==> src/rtl/c499_sec_encoder.sv <==
// Two-stage streaming SEC encoder producing {data, 8 check bits} for the c499 decoder.
// Optional single-bit error injection is compiled in with `define ECC_ERR_INJECT_EN.
module c499_sec_encoder #(
    parameter int CNT_W = 16
) (
    input  logic             clk,
    input  logic             rst,
    input  logic             in_valid,
    output logic             in_ready,
    input  logic [31:0]      in_data,
    output logic             cw_valid,
    input  logic             cw_ready,
    output logic [31:0]      cw_data,
    output logic [7:0]       cw_chk,
    output logic [CNT_W-1:0] enc_count
`ifdef ECC_ERR_INJECT_EN
    ,
    input  logic             inj_en,
    input  logic [5:0]       inj_idx
`endif
);

    function automatic logic [7:0] nibble_parity(input logic [31:0] d);
        logic [7:0] p;
        for (int n = 0; n < 8; n++) begin
            p[n] = ^d[4*n +: 4];
        end
        return p;
    endfunction

    // Lower half folds d0..d15, upper half folds d16..d31, four bits per column.
    function automatic logic [7:0] column_parity(input logic [31:0] d);
        logic [7:0] q;
        for (int j = 0; j < 4; j++) begin
            q[j]     = d[j] ^ d[j+4] ^ d[j+8] ^ d[j+12];
            q[j+4]   = d[j+16] ^ d[j+20] ^ d[j+24] ^ d[j+28];
        end
        return q;
    endfunction

    function automatic logic [7:0] combine_check(input logic [7:0] p, input logic [7:0] q);
        logic [7:0] c;
        c[0] = p[4] ^ p[5] ^ q[0];
        c[1] = p[6] ^ p[7] ^ q[1];
        c[2] = p[4] ^ p[6] ^ q[2];
        c[3] = p[5] ^ p[7] ^ q[3];
        c[4] = p[0] ^ p[1] ^ q[4];
        c[5] = p[2] ^ p[3] ^ q[5];
        c[6] = p[0] ^ p[2] ^ q[6];
        c[7] = p[1] ^ p[3] ^ q[7];
        return c;
    endfunction

    logic             s1_valid_r;
    logic [31:0]      s1_data_r;
    logic [7:0]       s1_p_r;
    logic [7:0]       s1_q_r;
    logic             s2_valid_r;
    logic [31:0]      s2_data_r;
    logic [7:0]       s2_chk_r;
    logic [CNT_W-1:0] count_r;
    logic             s1_inj_en_r;
    logic [5:0]       s1_inj_idx_r;

    logic             s2_adv_s;
    logic             s1_adv_s;
    logic             in_fire_s;
    logic             s2_fire_s;
    logic             out_fire_s;
    logic [39:0]      flip_s;
    logic [39:0]      next_cw_s;

    // Handshake: each stage advances when empty or when the stage after it advances.
    always_comb begin
        s2_adv_s   = !s2_valid_r || cw_ready;
        s1_adv_s   = !s1_valid_r || s2_adv_s;
        in_fire_s  = in_valid && s1_adv_s;
        s2_fire_s  = s1_valid_r && s2_adv_s;
        out_fire_s = s2_valid_r && cw_ready;
    end

    // Codeword for stage 2, with the optional injected flip applied after check generation.
    always_comb begin
        if (s1_inj_en_r && (s1_inj_idx_r < 6'd40)) begin
            flip_s = 40'd1 << s1_inj_idx_r;
        end else begin
            flip_s = 40'd0;
        end
        next_cw_s = {combine_check(s1_p_r, s1_q_r), s1_data_r} ^ flip_s;
    end

    // Stage-1 valid flag.
    always_ff @(posedge clk) begin
        if (rst) begin
            s1_valid_r <= 1'b0;
        end else if (s1_adv_s) begin
            s1_valid_r <= in_valid;
        end
    end

    // Stage-1 payload loads only on an accepted word.
    always_ff @(posedge clk) begin
        if (rst) begin
            s1_data_r    <= 32'd0;
            s1_p_r       <= 8'd0;
            s1_q_r       <= 8'd0;
            s1_inj_en_r  <= 1'b0;
            s1_inj_idx_r <= 6'd0;
        end else if (in_fire_s) begin
            s1_data_r    <= in_data;
            s1_p_r       <= nibble_parity(in_data);
            s1_q_r       <= column_parity(in_data);
`ifdef ECC_ERR_INJECT_EN
            s1_inj_en_r  <= inj_en;
            s1_inj_idx_r <= inj_idx;
`else
            s1_inj_en_r  <= 1'b0;
            s1_inj_idx_r <= 6'd0;
`endif
        end
    end

    // Stage-2 output registers; payload holds while stalled.
    always_ff @(posedge clk) begin
        if (rst) begin
            s2_valid_r <= 1'b0;
            s2_data_r  <= 32'd0;
            s2_chk_r   <= 8'd0;
        end else if (s2_adv_s) begin
            s2_valid_r <= s1_valid_r;
            if (s2_fire_s) begin
                s2_data_r <= next_cw_s[31:0];
                s2_chk_r  <= next_cw_s[39:32];
            end
        end
    end

    // Count of codewords taken downstream, wrapping silently.
    always_ff @(posedge clk) begin
        if (rst) begin
            count_r <= {CNT_W{1'b0}};
        end else if (out_fire_s) begin
            count_r <= count_r + {{(CNT_W-1){1'b0}}, 1'b1};
        end
    end

    assign in_ready  = s1_adv_s;
    assign cw_valid  = s2_valid_r;
    assign cw_data   = s2_data_r;
    assign cw_chk    = s2_chk_r;
    assign enc_count = count_r;

endmodule

==> config.mk <==
export PLATFORM = sky130hd
export DESIGN_NAME = c499_sec_encoder
export DESIGN_NICKNAME = d
export VERILOG_FILES = /design/src/rtl/c499_sec_encoder.sv
export SDC_FILE = /design/constraint.sdc
export NUM_CORES = 1
export LEC_CHECK = 0
export CORE_MARGIN = 4
export CORE_UTILIZATION = 45
export DETAILED_ROUTE_END_ITERATION = 10
export PLACE_DENSITY = 0.78
export SYNTH_ARGS = -nofsm -noshare
export SYNTH_HDL_FRONTEND = slang
export SYNTH_SLANG_ARGS = --single-unit
==> constraint.sdc <==
create_clock -name clk -period 2.25 [get_ports clk]
set_input_delay 0.45 -clock clk [delete_from_list [all_inputs] [get_ports clk]]
set_output_delay 0.45 -clock clk [all_outputs]
set_load 0.02 [all_outputs]
==> out/results.ini <==
[detailed_routing]
wl_per_cell_microns = 13.6
vias = 3663
avgViaCountPerCell = 4.96
ant_nets = 0
wirelength_microns = 10100
drc = 0
dr.pass1.iters = 4
drt-initial-drc-count = 117

[yosys]
syn_avg_cell_area_sq_um = 8.34
synth-main-ff-cell = dfxtp_1
synth_edf_count = 0
ys_seq_area_share_pct = 48.9
synth_cell_types = 31
ys_async_sr_fraction_pct = 0
synth-seq-cells = 106
syn_inst = 520
syn_area_sq_um = 4340
yosys_warnings = 0
syn_nets = 557

[die]
top_level_ports = 94
die-area_sq_um = 11300
rows = 35
die_width_microns = 106
core_area_sq_um = 9330
initial_core_util_pct = 46.5
die_y_microns = 106

[placed_design]
portBuffers = 93
gp_congestion = 0.811
dp_hpwl_microns = 7180
dpl_cell_area_sq_um = 5440

[setup_path]
worstPathArrival_ps = 1660
r2r_slack_ps = 590
endpoint_kind = primary output
worstPathMaxFanout = 2
worst_path_max_delay_cell = clkdlybuf4s50_1
cp.required_ps = 1800
path_cells = clkdlybuf4s50_1, nand3b_1, clkdlybuf4s50_1
critical-path-top-delay-family = buffers and inverters
crit_top_cell = clkdlybuf4s50_1
r2r_cells = 4
critPathKind = primary input to primary output
critical_path_buf_inv_count = 2
rr_startpoint = enc_count[3]
reg2reg_to = enc_count[14]
slowest_delay_ps = 620
start_kind = primary input

[grt]
grt_overflow = 0
antenna_found_initial = 0
grt_max_degree = 66
grt_pass1_vias = 3595
grt_pass1_wl_microns = 16700
grtUsageTotal_pct = 18.1

[clock_network]
post_cts_resized = 0
cts_tree = done
h-tree-depth = 3
numClockSinks = 106
hold_buffers = 0
cts_buffers = 9
clock_latency_ps = 360
max-clock-path-buffers = 2
clk_pin_slew_ps = 100
post-cts-setup-buffers = 0
clock-root-buffer = clkbuf_8

[sta]
finalCritPeriodShare_pct = 94.0
max_clock_freq_mhz = 473
tns_ps = 0
final_hold_viol_count = 0
min_period_ps = 2110
setup_viol = 0
clock_skew_ps = 9.59
final-max-slew-violation-count = 0
slew-limit-headroom_pct = 69.5
tightest_slew_ps = 457
rsz0062_at_grt = no

[pwr]
powerDensity_nw_per_um2 = 671
ir_drop_mv = 0.433
p_leak_nw = 1.93
finalPower_w = 0.00379

[job]
drv_cap = 0

[hold_path]
min-delay-start = s1_data_r[31]
min_to = cw_data[31]
hold_path_depth = 2
hold_class = register to register

[cells_and_area]
nets = 642
final_area_sq_um = 5640
n_fill_cell = 854
antenna_cells = 0
drive_gt1_share_pct = 5.41
multi_input_area_sq_um = 2090
final_core_util_pct = 60.5
syn_to_final_growth_pct = 30.1
regArea_sq_um = 2120

[status]
status = finished clean

cells by family after synthesis:
kind of cell             share of synthesized area, %
flip-flops                                       48.9
AO/OA/AOI/OAI                                    12.7
AND/OR/NAND/NOR                                  19.9
buffers and inverters                            2.97
adder cells (fa/ha/maj)                         0.288
XOR/XNOR                                         15.1
layout by cell type, fill, tap and decap left out, types with 2 or more instances in the layout:
cell type        synthesis  layout
nand3_1                  5       5
xnor2_1                 68      68
buf_4                    0       8
nand4_1                  4       4
nand2_1                152     152
nor2_1                  30      30
a211oi_1                16      16
or3_1                    2       2
buf_12                   0       4
nor3_1                   2       2
dfxtp_1                106     106
clkbuf_8                 0       9
inv_6                    0       2
clkinvlp_4               0       2
xor2_1                   7       7
inv_1                    2       2
clkdlybuf4s50_1          0      92
o21ai_0                  2       2
a21oi_1                 78      78
and4_1                   2       2
sequential cells by signal, indices dropped and copies added, names as in the netlist:
| register | count |
|---|---|
| cw_valid | 1 |
| cw_chk | 8 |
| s1_valid_r | 1 |
| cw_data | 32 |
| enc_count | 16 |
| s1_data_r | 32 |
| s1_p_r | 8 |
| s1_q_r | 8 |
synthesized netlist by cell type, drive strengths merged, types with 2 or more instances:
library cell	number	share of area [%]
o21ai	2	0.23
a21oi	79	9.4
nand3	5	0.58
xor2	7	1.4
and4	3	0.66
a211oi	16	2.8
nand2	152	13
nand4	5	1.1
buf	8	0.89
nor2	30	2.6
or3	2	0.29
clkbuf	22	1.9
inv	2	0.17
dfxtp	106	49
xnor2	68	14
nor3	2	0.23
final cells by class:
| class | instances | share of cell area (%) |
|---|---|---|
| sequential | 106 | 37.6 |
| clock buffer | 9 | 2.20 |
| inverter | 2 | 0.133 |
| timing repair buffer | 104 | 18.8 |
| clock inverter | 7 | 1.35 |
| multi-input combinational | 382 | 37.0 |
| tap | 129 | 2.86 |
worst register-to-register path, cell delays in order (launching register included):
cell     delay [ps]
dfxtp_1         450
nand4_1         280
nor2_1          260
or4b_1          460
a21oi_1         140
worst max path at each step:
stage | slack (ps) | endpoint | from | cells after the start
after floorplan | 590 | enc_count[14] | enc_count[0] | 5
after CTS | 130 | in_ready | cw_ready | 3
final | 140 | in_ready | cw_ready | 3
after global routing | 110 | in_ready | cw_ready | 3
after detailed placement | 100 | s1_q_r[1] | cw_ready | 7
after global placement | 140 | in_ready | cw_ready | 3
power breakdown:
| group | total (W) | internal (W) | switching [W] |
|---|---|---|---|
| logic | 0.000589 | 0.000292 | 0.000297 |
| clock network | 0.00117 | 0.000522 | 0.000652 |
| registers | 0.00203 | 0.00197 | 0.0000599 |
metrics by stage:
step                std cells  setup WS [ps]  hold WS (ps)
floorplan                 520            586           432
global placement          723            144           442
detailed placement        723            101           444
CTS                       739            131           456
global route              739            108           476
finish                    739            135           456
routing by layer:
| metal | track usage, % | wire length (microns) |
|---|---|---|
| met5 | 0 | 0 |
| met4 | 5.00 | 61 |
| met3 | 5.16 | 609 |
| met2 | 30.9 | 4940 |
| met1 | 22.4 | 4460 |
(Power assumes the default switching activity.)
